==> config.mk <==
export PLATFORM = sky130hd
export DESIGN_NAME = hub75_plane_shifter
export DESIGN_NICKNAME = d
export VERILOG_FILES = /design/src/rtl/hub75_pkg.sv /design/src/rtl/acumulador.sv /design/src/rtl/hub75_bit_select.sv /design/src/rtl/hub75_plane_shifter.sv
export SDC_FILE = /design/constraint.sdc
export NUM_CORES = 1
export LEC_CHECK = 0
export CAP_MARGIN = 20
export CORE_UTILIZATION = 38
export DETAILED_ROUTE_END_ITERATION = 10
export GPL_TIMING_DRIVEN = 0
export PLACE_DENSITY = 0.83
export SLEW_MARGIN = 40
export SYNTH_ARGS = -nofsm -noshare
export SYNTH_HDL_FRONTEND = slang
export SYNTH_SLANG_ARGS = --single-unit
==> constraint.sdc <==
create_clock -name clk -period 1.54 [get_ports clk]
set_clock_uncertainty 0.1 [all_clocks]
set_input_delay 0.308 -clock clk [delete_from_list [all_inputs] [get_ports clk]]
set_output_delay 0.308 -clock clk [all_outputs]
set_load 0.02 [all_outputs]
==> src/rtl/hub75_pkg.sv <==
// -----------------------------------------------------------------------------
// hub75_pkg
//   Shared definitions for the HUB75 panel drivers.
//   - state_t      : plane shifter FSM encoding (IDLE is all-zero so a reset
//                    register reads as idle on the debug output)
//   - CH_*         : channel field indices inside a framebuffer word. Field 0
//                    (R0) is the most significant field of {R0,G0,B0,R1,G1,B1}.
//   - DEF_*        : default geometry for a 64-wide panel with 3-bit colour
//   - plane_width  : width of a plane counter for a given colour depth
// -----------------------------------------------------------------------------
package hub75_pkg;

    localparam int DEF_COLS       = 64;
    localparam int DEF_RESOLUTION = 3;

    // Number of colour channels per framebuffer word (two RGB pixels: the
    // upper and lower half of the panel are driven together).
    localparam int NUM_CH = 6;

    localparam int CH_R0 = 0;
    localparam int CH_G0 = 1;
    localparam int CH_B0 = 2;
    localparam int CH_R1 = 3;
    localparam int CH_G1 = 4;
    localparam int CH_B1 = 5;

    typedef enum logic [2:0] {
        S_IDLE   = 3'd0,
        S_ADDR   = 3'd1,
        S_WAIT   = 3'd2,
        S_DATA   = 3'd3,
        S_CLK_HI = 3'd4,
        S_CLK_LO = 3'd5,
        S_LATCH  = 3'd6,
        S_SHOW   = 3'd7
    } state_t;

    // A single-plane configuration still needs a 1-bit counter.
    function automatic int plane_width(input int resolution);
        return (resolution > 1) ? $clog2(resolution) : 1;
    endfunction

endpackage

==> src/rtl/acumulador.sv <==
// -----------------------------------------------------------------------------
// acumulador
//   Free-running up counter with synchronous clear and count enable. The
//   asynchronous active-low reset lets an enclosing block abort mid-count.
//   Ports:
//     clk  - clock, posedge
//     rst  - asynchronous reset, active-low
//     clr  - synchronous clear to zero (has priority over en)
//     en   - increment by one
//     q    - counter value
// -----------------------------------------------------------------------------
module acumulador #(
    parameter int W = 4
) (
    input  logic         clk,
    input  logic         rst,
    input  logic         clr,
    input  logic         en,
    output logic [W-1:0] q
);

    always_ff @(posedge clk or negedge rst) begin
        if (!rst) begin
            q <= '0;
        end else if (clr) begin
            q <= '0;
        end else if (en) begin
            q <= q + W'(1);
        end
    end

endmodule

==> src/rtl/hub75_bit_select.sv <==
// -----------------------------------------------------------------------------
// hub75_bit_select
//   Combinational extraction of one bit plane from a framebuffer word.
//   The word holds six RESOLUTION-bit channel fields, R0 in the most
//   significant position: {R0,G0,B0,R1,G1,B1}. The output carries bit[plane]
//   of each field in the same order, ready to be shifted to the panel.
//   Ports:
//     word  - framebuffer word, NUM_CH*RESOLUTION bits
//     plane - bit plane to extract (must be < RESOLUTION)
//     bits  - {R0,G0,B0,R1,G1,B1} serial bits
// -----------------------------------------------------------------------------
module hub75_bit_select
    import hub75_pkg::*;
#(
    parameter int RESOLUTION = DEF_RESOLUTION,
    parameter int PLANE_W    = plane_width(DEF_RESOLUTION)
) (
    input  logic [NUM_CH*RESOLUTION-1:0] word,
    input  logic [PLANE_W-1:0]           plane,
    output logic [NUM_CH-1:0]            bits
);

    logic [RESOLUTION-1:0] field [NUM_CH];

    // Channel ch occupies field slot ch counted from the MSB end.
    for (genvar ch = 0; ch < NUM_CH; ch++) begin : g_field
        assign field[ch] = word[(NUM_CH-ch)*RESOLUTION-1 -: RESOLUTION];
    end

    assign bits = {field[CH_R0][plane], field[CH_G0][plane], field[CH_B0][plane],
                   field[CH_R1][plane], field[CH_G1][plane], field[CH_B1][plane]};

endmodule

==> src/rtl/hub75_plane_shifter.sv <==
// -----------------------------------------------------------------------------
// hub75_plane_shifter
//   Drives one HUB75 row through bit-angle modulation. For every bit plane
//   (LSB first) the row is shifted out column by column, latched into the
//   panel, and display time is handed to the BCM timer. The timer answers
//   with NEXT_PLANE (shift the next plane) or FINISHED (row complete).
//
//   Ports:
//     clk, rst          - clock (posedge), asynchronous active-low reset
//     in_START, in_ROW  - start a row (accepted only when idle)
//     out_MEM_ADDR      - framebuffer address {row, col}
//     in_MEM_DATA       - framebuffer word, valid one cycle after the address
//     out_RGB           - {R0,G0,B0,R1,G1,B1} serial data to the panel
//     out_SCLK          - panel shift clock
//     out_LATCH         - panel latch strobe (one cycle)
//     out_OE_N          - panel output enable, active-low
//     out_ROW_ADDR      - panel A..E row select
//     out_BCM_INIT      - one-cycle pulse after latching plane 0
//     out_BCM_CONTINUE  - one-cycle pulse after latching planes 1..N
//     in_NEXT_PLANE     - timer: plane time elapsed
//     in_FINISHED       - timer: last plane elapsed (wins over NEXT_PLANE)
//     in_BRIGHT_DIM     - timer: blank the panel while showing
//     out_ROW_DONE      - one-cycle pulse once the row has finished
//     out_BUSY          - high whenever the FSM is not idle
//     out_DBG_STATE     - current FSM state (state_t encoding)
//
//   Handshake: in_START is a single-cycle request sampled on posedge while
//   idle; requests seen outside idle are dropped. The timer signals are plain
//   synchronous inputs sampled on posedge in SHOW; the BCM pulses are
//   registered and appear in the first SHOW cycle.
// -----------------------------------------------------------------------------
module hub75_plane_shifter
    import hub75_pkg::*;
#(
    parameter int COLS       = DEF_COLS,
    parameter int RESOLUTION = DEF_RESOLUTION,
    parameter int ROW_W      = 5,
    parameter int COL_W      = 6
) (
    input  logic                       clk,
    input  logic                       rst,
    input  logic                       in_START,
    input  logic [ROW_W-1:0]           in_ROW,
    output logic [ROW_W+COL_W-1:0]     out_MEM_ADDR,
    input  logic [NUM_CH*RESOLUTION-1:0] in_MEM_DATA,
    output logic [NUM_CH-1:0]          out_RGB,
    output logic                       out_SCLK,
    output logic                       out_LATCH,
    output logic                       out_OE_N,
    output logic [ROW_W-1:0]           out_ROW_ADDR,
    output logic                       out_BCM_INIT,
    output logic                       out_BCM_CONTINUE,
    input  logic                       in_NEXT_PLANE,
    input  logic                       in_FINISHED,
    input  logic                       in_BRIGHT_DIM,
    output logic                       out_ROW_DONE,
    output logic                       out_BUSY,
    output logic [2:0]                 out_DBG_STATE
);

    localparam int PLANE_W = plane_width(RESOLUTION);

    localparam logic [COL_W-1:0]   LAST_COL   = COL_W'(COLS - 1);
    localparam logic [PLANE_W-1:0] LAST_PLANE = PLANE_W'(RESOLUTION - 1);

    state_t state;
    state_t state_next;

    logic [ROW_W-1:0]   row_q;
    logic [COL_W-1:0]   col;
    logic [PLANE_W-1:0] plane;

    logic col_clr;
    logic col_inc;
    logic plane_clr;
    logic plane_inc;

    logic [NUM_CH-1:0] rgb_sel;
    logic [NUM_CH-1:0] rgb_q;
    logic              sclk_q;
    logic              latch_q;
    logic              init_q;
    logic              cont_q;
    logic              done_q;

    // -------------------------------------------------------------------------
    // Counters
    // -------------------------------------------------------------------------
    acumulador #(.W(COL_W)) u_col_cnt (
        .clk (clk),
        .rst (rst),
        .clr (col_clr),
        .en  (col_inc),
        .q   (col)
    );

    acumulador #(.W(PLANE_W)) u_plane_cnt (
        .clk (clk),
        .rst (rst),
        .clr (plane_clr),
        .en  (plane_inc),
        .q   (plane)
    );

    // -------------------------------------------------------------------------
    // Plane bit extraction from the framebuffer word
    // -------------------------------------------------------------------------
    hub75_bit_select #(
        .RESOLUTION (RESOLUTION),
        .PLANE_W    (PLANE_W)
    ) u_bit_select (
        .word  (in_MEM_DATA),
        .plane (plane),
        .bits  (rgb_sel)
    );

    // -------------------------------------------------------------------------
    // FSM state register
    // -------------------------------------------------------------------------
    always_ff @(posedge clk or negedge rst) begin
        if (!rst) begin
            state <= S_IDLE;
        end else begin
            state <= state_next;
        end
    end

    // -------------------------------------------------------------------------
    // FSM next state and counter controls
    // -------------------------------------------------------------------------
    always_comb begin
        state_next = state;
        col_clr    = 1'b0;
        col_inc    = 1'b0;
        plane_clr  = 1'b0;
        plane_inc  = 1'b0;

        case (state)
            S_IDLE: begin
                if (in_START) begin
                    state_next = S_ADDR;
                    col_clr    = 1'b1;
                    plane_clr  = 1'b1;
                end
            end
            S_ADDR:   state_next = S_WAIT;
            S_WAIT:   state_next = S_DATA;
            S_DATA:   state_next = S_CLK_HI;
            S_CLK_HI: state_next = S_CLK_LO;
            S_CLK_LO: begin
                if (col == LAST_COL) begin
                    state_next = S_LATCH;
                end else begin
                    col_inc    = 1'b1;
                    state_next = S_ADDR;
                end
            end
            S_LATCH:  state_next = S_SHOW;
            S_SHOW: begin
                if (in_FINISHED) begin
                    state_next = S_IDLE;
                end else if (in_NEXT_PLANE) begin
                    // At the last plane the counter holds and the same plane
                    // is shifted again.
                    state_next = S_ADDR;
                    col_clr    = 1'b1;
                    plane_inc  = (plane != LAST_PLANE);
                end
            end
            default:  state_next = S_IDLE;
        endcase
    end

    // -------------------------------------------------------------------------
    // Registered outputs
    // -------------------------------------------------------------------------
    always_ff @(posedge clk or negedge rst) begin
        if (!rst) begin
            row_q   <= '0;
            rgb_q   <= '0;
            sclk_q  <= 1'b0;
            latch_q <= 1'b0;
            init_q  <= 1'b0;
            cont_q  <= 1'b0;
            done_q  <= 1'b0;
        end else begin
            if (state == S_IDLE && in_START) begin
                row_q <= in_ROW;
            end
            // The read word is valid during WAIT; capturing it here puts the
            // new bits on the panel in DATA, a full cycle ahead of SCLK rising,
            // and holds them through CLK_HI/CLK_LO.
            if (state == S_WAIT) begin
                rgb_q <= rgb_sel;
            end
            // Strobes are decoded from the next state so they leave a flop
            // and stay glitch-free on the panel cable.
            sclk_q  <= (state_next == S_CLK_HI);
            latch_q <= (state_next == S_LATCH);
            init_q  <= (state == S_LATCH) && (plane == '0);
            cont_q  <= (state == S_LATCH) && (plane != '0);
            done_q  <= (state == S_SHOW) && in_FINISHED;
        end
    end

    // -------------------------------------------------------------------------
    // Output assignments
    // -------------------------------------------------------------------------
    assign out_MEM_ADDR     = {row_q, col};
    assign out_RGB          = rgb_q;
    assign out_SCLK         = sclk_q;
    assign out_LATCH        = latch_q;
    assign out_ROW_ADDR     = row_q;
    assign out_BCM_INIT     = init_q;
    assign out_BCM_CONTINUE = cont_q;
    assign out_ROW_DONE     = done_q;
    assign out_BUSY         = (state != S_IDLE);
    assign out_DBG_STATE    = state;

    // The panel is lit only while showing, and the timer may blank it
    // combinationally within the same cycle.
    assign out_OE_N = (state == S_SHOW) ? in_BRIGHT_DIM : 1'b1;

endmodule
---- Word level (Yosys, flattened, before mapping) ----
Index checks and enable logic that the tools add are counted.
word-level totals
  register bits ........................... 27
  bits of input ports ..................... 29
  output and inout port bits .............. 32
cells by class
  add/subtract/negate cells ............... 2
  order comparisons ....................... 1
  eq/ne operators ......................... 11
  muxes and demuxes ....................... 32
  reduce and logical (&&, ||, !) cells .... 10
operators by type and width
  kind                   count
  $pmux W3 S8            1
  $eq A3 B3 Y1 const B   6
  $mux W1                16
  $bmux W1 S2            6
  $mux W3                4
  $mux W6                2
  $add A6 B1 Y6 const B  1
  $eq A3 B2 Y1 const B   2
  $eq A6 B6 Y1 const B   1
  $reduce_bool A2 Y1     3
  $logic_and A1 B1 Y1    4
  $mux W2                2
  $eq A3 B1 Y1 const B   1
  $logic_not A3 Y1       1
  $lt A2 B3 Y1 const B   1
  $reduce_bool A3 Y1     1
  $add A2 B1 Y2 const B  1
  $logic_not A2 Y1       1
  $ne A2 B2 Y1 const B   1
  $pmux W1 S2            1

---- Depth between registers and ports, before layout ----
  depth in word-level cells ............... 6
  depth in mapped cells ................... 6
  depth with buffers taken out ............ 5

---- Cells and area by module ----
From an unflattened synthesis, not the netlist that was laid out.
unflattened totals
  cells, all modules ...................... 120
  area, all modules ....................... 1407.6 um^2
by module, submodules not included
  module                     instances  cells an instance  area an instance (um^2)  sequential area each (um^2)
  hub75_plane_shifter        1          75                 915.9                    475.5
  acumulador at u_col_cnt    1          24                 269.0                    150.1
  hub75_bit_select           1          14                 133.9                    0.0
  acumulador at u_plane_cnt  1          7                  88.8                     50.0

---- Worst setup path before layout ----
Ideal clock, no wire load.
  kind .................................... flip-flop to flip-flop
  from .................................... register state[1], in the netlist out_DBG_STATE[1]
  to ...................................... register row_q[0], in the netlist out_ROW_ADDR[0]
  arrival ................................. 1.468 ns
  path slack .............................. -0.153 ns
  stages on the path, launching flop included .. 4
  clock period less this slack ............ 1.693 ns
  cells stage by stage .................... dfrtp_1 or4b_1 buf_6 mux2_4
on the way
  cells in the longest elaborated chain, start to end .. 2
RTL lines
  element                   RTL line                    text
  start: declaration        hub75_plane_shifter.sv:66   state_t state;
  start signal: assignment  hub75_plane_shifter.sv:124  state <= state_next;
  $logic_not A3 Y1          hub75_plane_shifter.sv:187  if (state == S_IDLE && in_START) begin
  $logic_and A1 B1 Y1       hub75_plane_shifter.sv:187
  end signal: assignment    hub75_plane_shifter.sv:188  row_q <= in_ROW;
  end: declaration          hub75_plane_shifter.sv:69   logic [ROW_W-1:0] row_q;
Every way passes these cells.
A chain may end at the register's enable or synchronous reset.

---- Worst setup path in the final report ----
  from .................................... register state[2], in the netlist out_DBG_STATE[2]
  to ...................................... output out_BUSY
on the way
  cells in the longest elaborated chain, start to end .. 1
RTL lines
  element             RTL line                    text
  $reduce_bool A3 Y1  hub75_plane_shifter.sv:217  assign out_BUSY = (state != S_IDLE);
  end: declaration    hub75_plane_shifter.sv:57   output logic out_BUSY,
Every way passes these cells.

==> results.cfg <==
[run_status]
status = finished, violations left
violations = negative setup slack

[die]
die_height_um = 63.5
chipWidth_um = 63.5
dieArea_um2 = 4040
io_pins = 61
rows = 21
core-area_um2 = 3470
initial_utilization_pct = 41.5

[logic_synthesis]
seq_area_frac_synth_pct = 47.0
synth-main-ff-cell = dfrtp_1
synth_top_area_share_pct = 47.0
syn_inst = 135
synth_area_leader_cell = dfrtp_1
async_reset_ff_share_pct = 100
synthDistinctLibCells = 40
syn-num-nets = 167
ys_seq_elements = 27
synth_edf_count = 0
synth_area_per_cell_um2 = 10.7
syn-cell-area_um2 = 1440
synthTopCellsByArea = dfrtp_1 47%, mux2_4 5.2%, mux2_2 4.7%
ys_warn_count = 0

[clocking]
clkSinkCount = 27
cts_buffer_depth = 2
path_clk_slew_ps = 100
cts-buffers-inserted = 3
clockRootBuffer = clkbuf_8
clk_latency_ps = 280
cts_tree = built
htree_levels = 1

[final_layout]
drive_gt1_share_pct = 36.5
fin_cells = 265
diodes = 0
nets = 252
area_delta_synth_final_pct = 72.0
fill_cells = 251

[sta]
finalCritPeriodShare_pct = 115
slew_viol_final = 0
rsz0062_at_grt = yes
max_slew_margin_pct = 60.6
hold_viol = 0
post-route-min-period_ps = 1780
max_clock_freq_mhz = 563
holdWs_ps = 431
setup_slack_ps = -235
worst_pin_slew_ps = 591
setup_violations = 13

[worst_setup_path]
critPathMaxFanout = 10
critical_path_arrival_ps = 1370
critPathLaunchType = register
crit_required_ps = 1130
path_class = reg -> out
r2r_slack_ps = -220
critPathCaptureType = output port

[routing]
wl_mm = 4.55
route.detailed.wl_per_inst_um = 17.2
dr.pass1.iters = 4
drt-initial-drc-count = 81
drc = 0
viasPerCell = 5.52
ant_nets = 0
num_vias = 1463

[grt]
grt_use_total_pct = 20.4
grt_max_degree = 28
overflow = 0
grt_pass1_wl_mm = 6.31
first_global_vias = 1360
antenna_found_initial = 0

[place]
dp.final_hpwl_mm = 2.71
io_buffers = 60
placed_cells = 241
gp_congestion = 0.814

[run]
maxCapViolations = 0

[power]
pwr_density_cell_nw_per_um2 = 1720
ir_worst_vdd_mv = 0.836
leakagePower_nw = 1.15
power.total_mw = 4.25

[min_path]
hold_class = reg -> reg
==> path summary, 6_finish.rpt <==
| check | startpoint | endpoint | depth (start not counted) |
|---|---|---|---|
| min in group asynchronous | rst | out_RGB[5] | 2 |
| min reg2reg | out_RGB[5] | out_RGB[5] | 2 |
| max reg2reg | out_DBG_STATE[2] | out_ROW_ADDR[3] | 4 |
| max in group asynchronous | rst | u_col_cnt.q[1] | 2 |
| max | out_DBG_STATE[2] | out_BUSY | 3 |
| min | out_RGB[5] | out_RGB[5] | 2 |
==> where the power goes <==
| group | internal [mW] | leakage [nW] | switching, mW |
|---|---|---|---|
| Sequential | 0.964 | 0.330 | 0.185 |
| Combinational | 1.39 | 0.796 | 1.30 |
| Clock | 0.186 | 0.0228 | 0.226 |
==> layout by cell type (no fill, tap or decap), types with 2 or more instances in the layout <==
cell and instances:
o211ai_1 5, dfrtp_1 20, and4b_1 2, buf_6 9, inv_1 3, nor2b_1 2
clkbuf_8 5, dlygate4sd2_1 22, nor3_2 3, clkdlybuf4s15_1 6, buf_4 19, or4_4 2
a21oi_1 6, a22oi_1 6, mux2i_1 3, a21oi_2 3, nand2_1 3, a21o_1 2
and3_1 2, mux2_2 6, nor3b_4 2, nor2_1 9, nand3_2 3, nand3_1 2
mux2_4 5, clkdlybuf4s50_1 27, o21ai_0 3, dfrtp_2 7, buf_2 3
==> flip-flops by register name, summed over array words and instances (netlist names) <==
name	flops
u_col_cnt.q	6
out_ROW_DONE	1
out_LATCH	1
out_BCM_INIT	1
out_SCLK	1
out_DBG_STATE	3
u_plane_cnt.q	2
out_ROW_ADDR	5
out_RGB	6
out_BCM_CONTINUE	1
==> cells by family after synthesis <==
group	count (synthesis)	share of synthesized area (%)
AOI/OAI and AO/OA	33	15.2
adders and majority gates	3	2.61
buffers and inverters	16	6.17
DFF	27	47.0
muxes	14	12.0
and+or+nand+nor	42	17.0
==> worst max-delay path: stages (launching register included) <==
cell and delay [ps]:
dfrtp_1 400, clkbuf_8 170, or3_4 380, buf_6 140
==> through the flow <==
stage | utilization, % | cell area (um^2) | worst slack, ps | setup TNS, ps
after CTS | 66.1 | 2290 | -211 | -1970
after global routing | 71.4 | 2470 | -254 | -2540
final | 71.4 | 2470 | -235 | -2340
after global placement | 60.9 | 2110 | -460 | -12920
after detailed placement | 60.8 | 2110 | -453 | -5610
after floorplan | - | 1450 | -122 | -784
==> synth_stat cells (2+ instances only) <==
| master | instances |
|---|---|
| o211ai_1 | 5 |
| o21ai_0 | 4 |
| nor2_1 | 9 |
| nand2b_1 | 2 |
| clkbuf_1 | 3 |
| and3_1 | 3 |
| mux2_4 | 5 |
| buf_4 | 5 |
| mux2_2 | 6 |
| nor3_1 | 4 |
| nand3_1 | 5 |
| nor3b_1 | 2 |
| and4b_1 | 2 |
| nand2_1 | 4 |
| dfrtp_1 | 27 |
| a22oi_1 | 6 |
| a21o_1 | 2 |
| or4_1 | 2 |
| a21oi_1 | 9 |
| buf_2 | 2 |
| ha_1 | 3 |
| inv_1 | 4 |
| nor2b_1 | 2 |
| mux2i_1 | 3 |
==> area by class of cell <==
type	count	area, um^2	share of cell area, %
Buffer	11	110	4.45
Clock buffer	4	45.0	1.82
Inverter	5	18.8	0.758
Multi-Input combinational cell	92	815	32.9
Sequential cell	27	684	27.7
Tap cell	46	57.6	2.33
Timing Repair Buffer	80	744	30.1
==> timing repair <==
item | CTS | global route
setup endpoints to repair | 52 | 26
hold buffers | 1 | 0
gates resized for setup | 73 | 32
pin swaps | 6 | 7
cloned | 1 | 1
endpoints found under the hold margin | 27 | 0
setup buffers | 9 | 8
==> routing by layer <==
metal	vias to the layer above	track usage [%]	wire, um
met5	-	0	0
met2	69	34.2	2390
met1	728	24.9	1800
li1	656	-	-
met4	0	11.6	132
met3	10	2.54	225
Power figures use the tool's default switching activity.
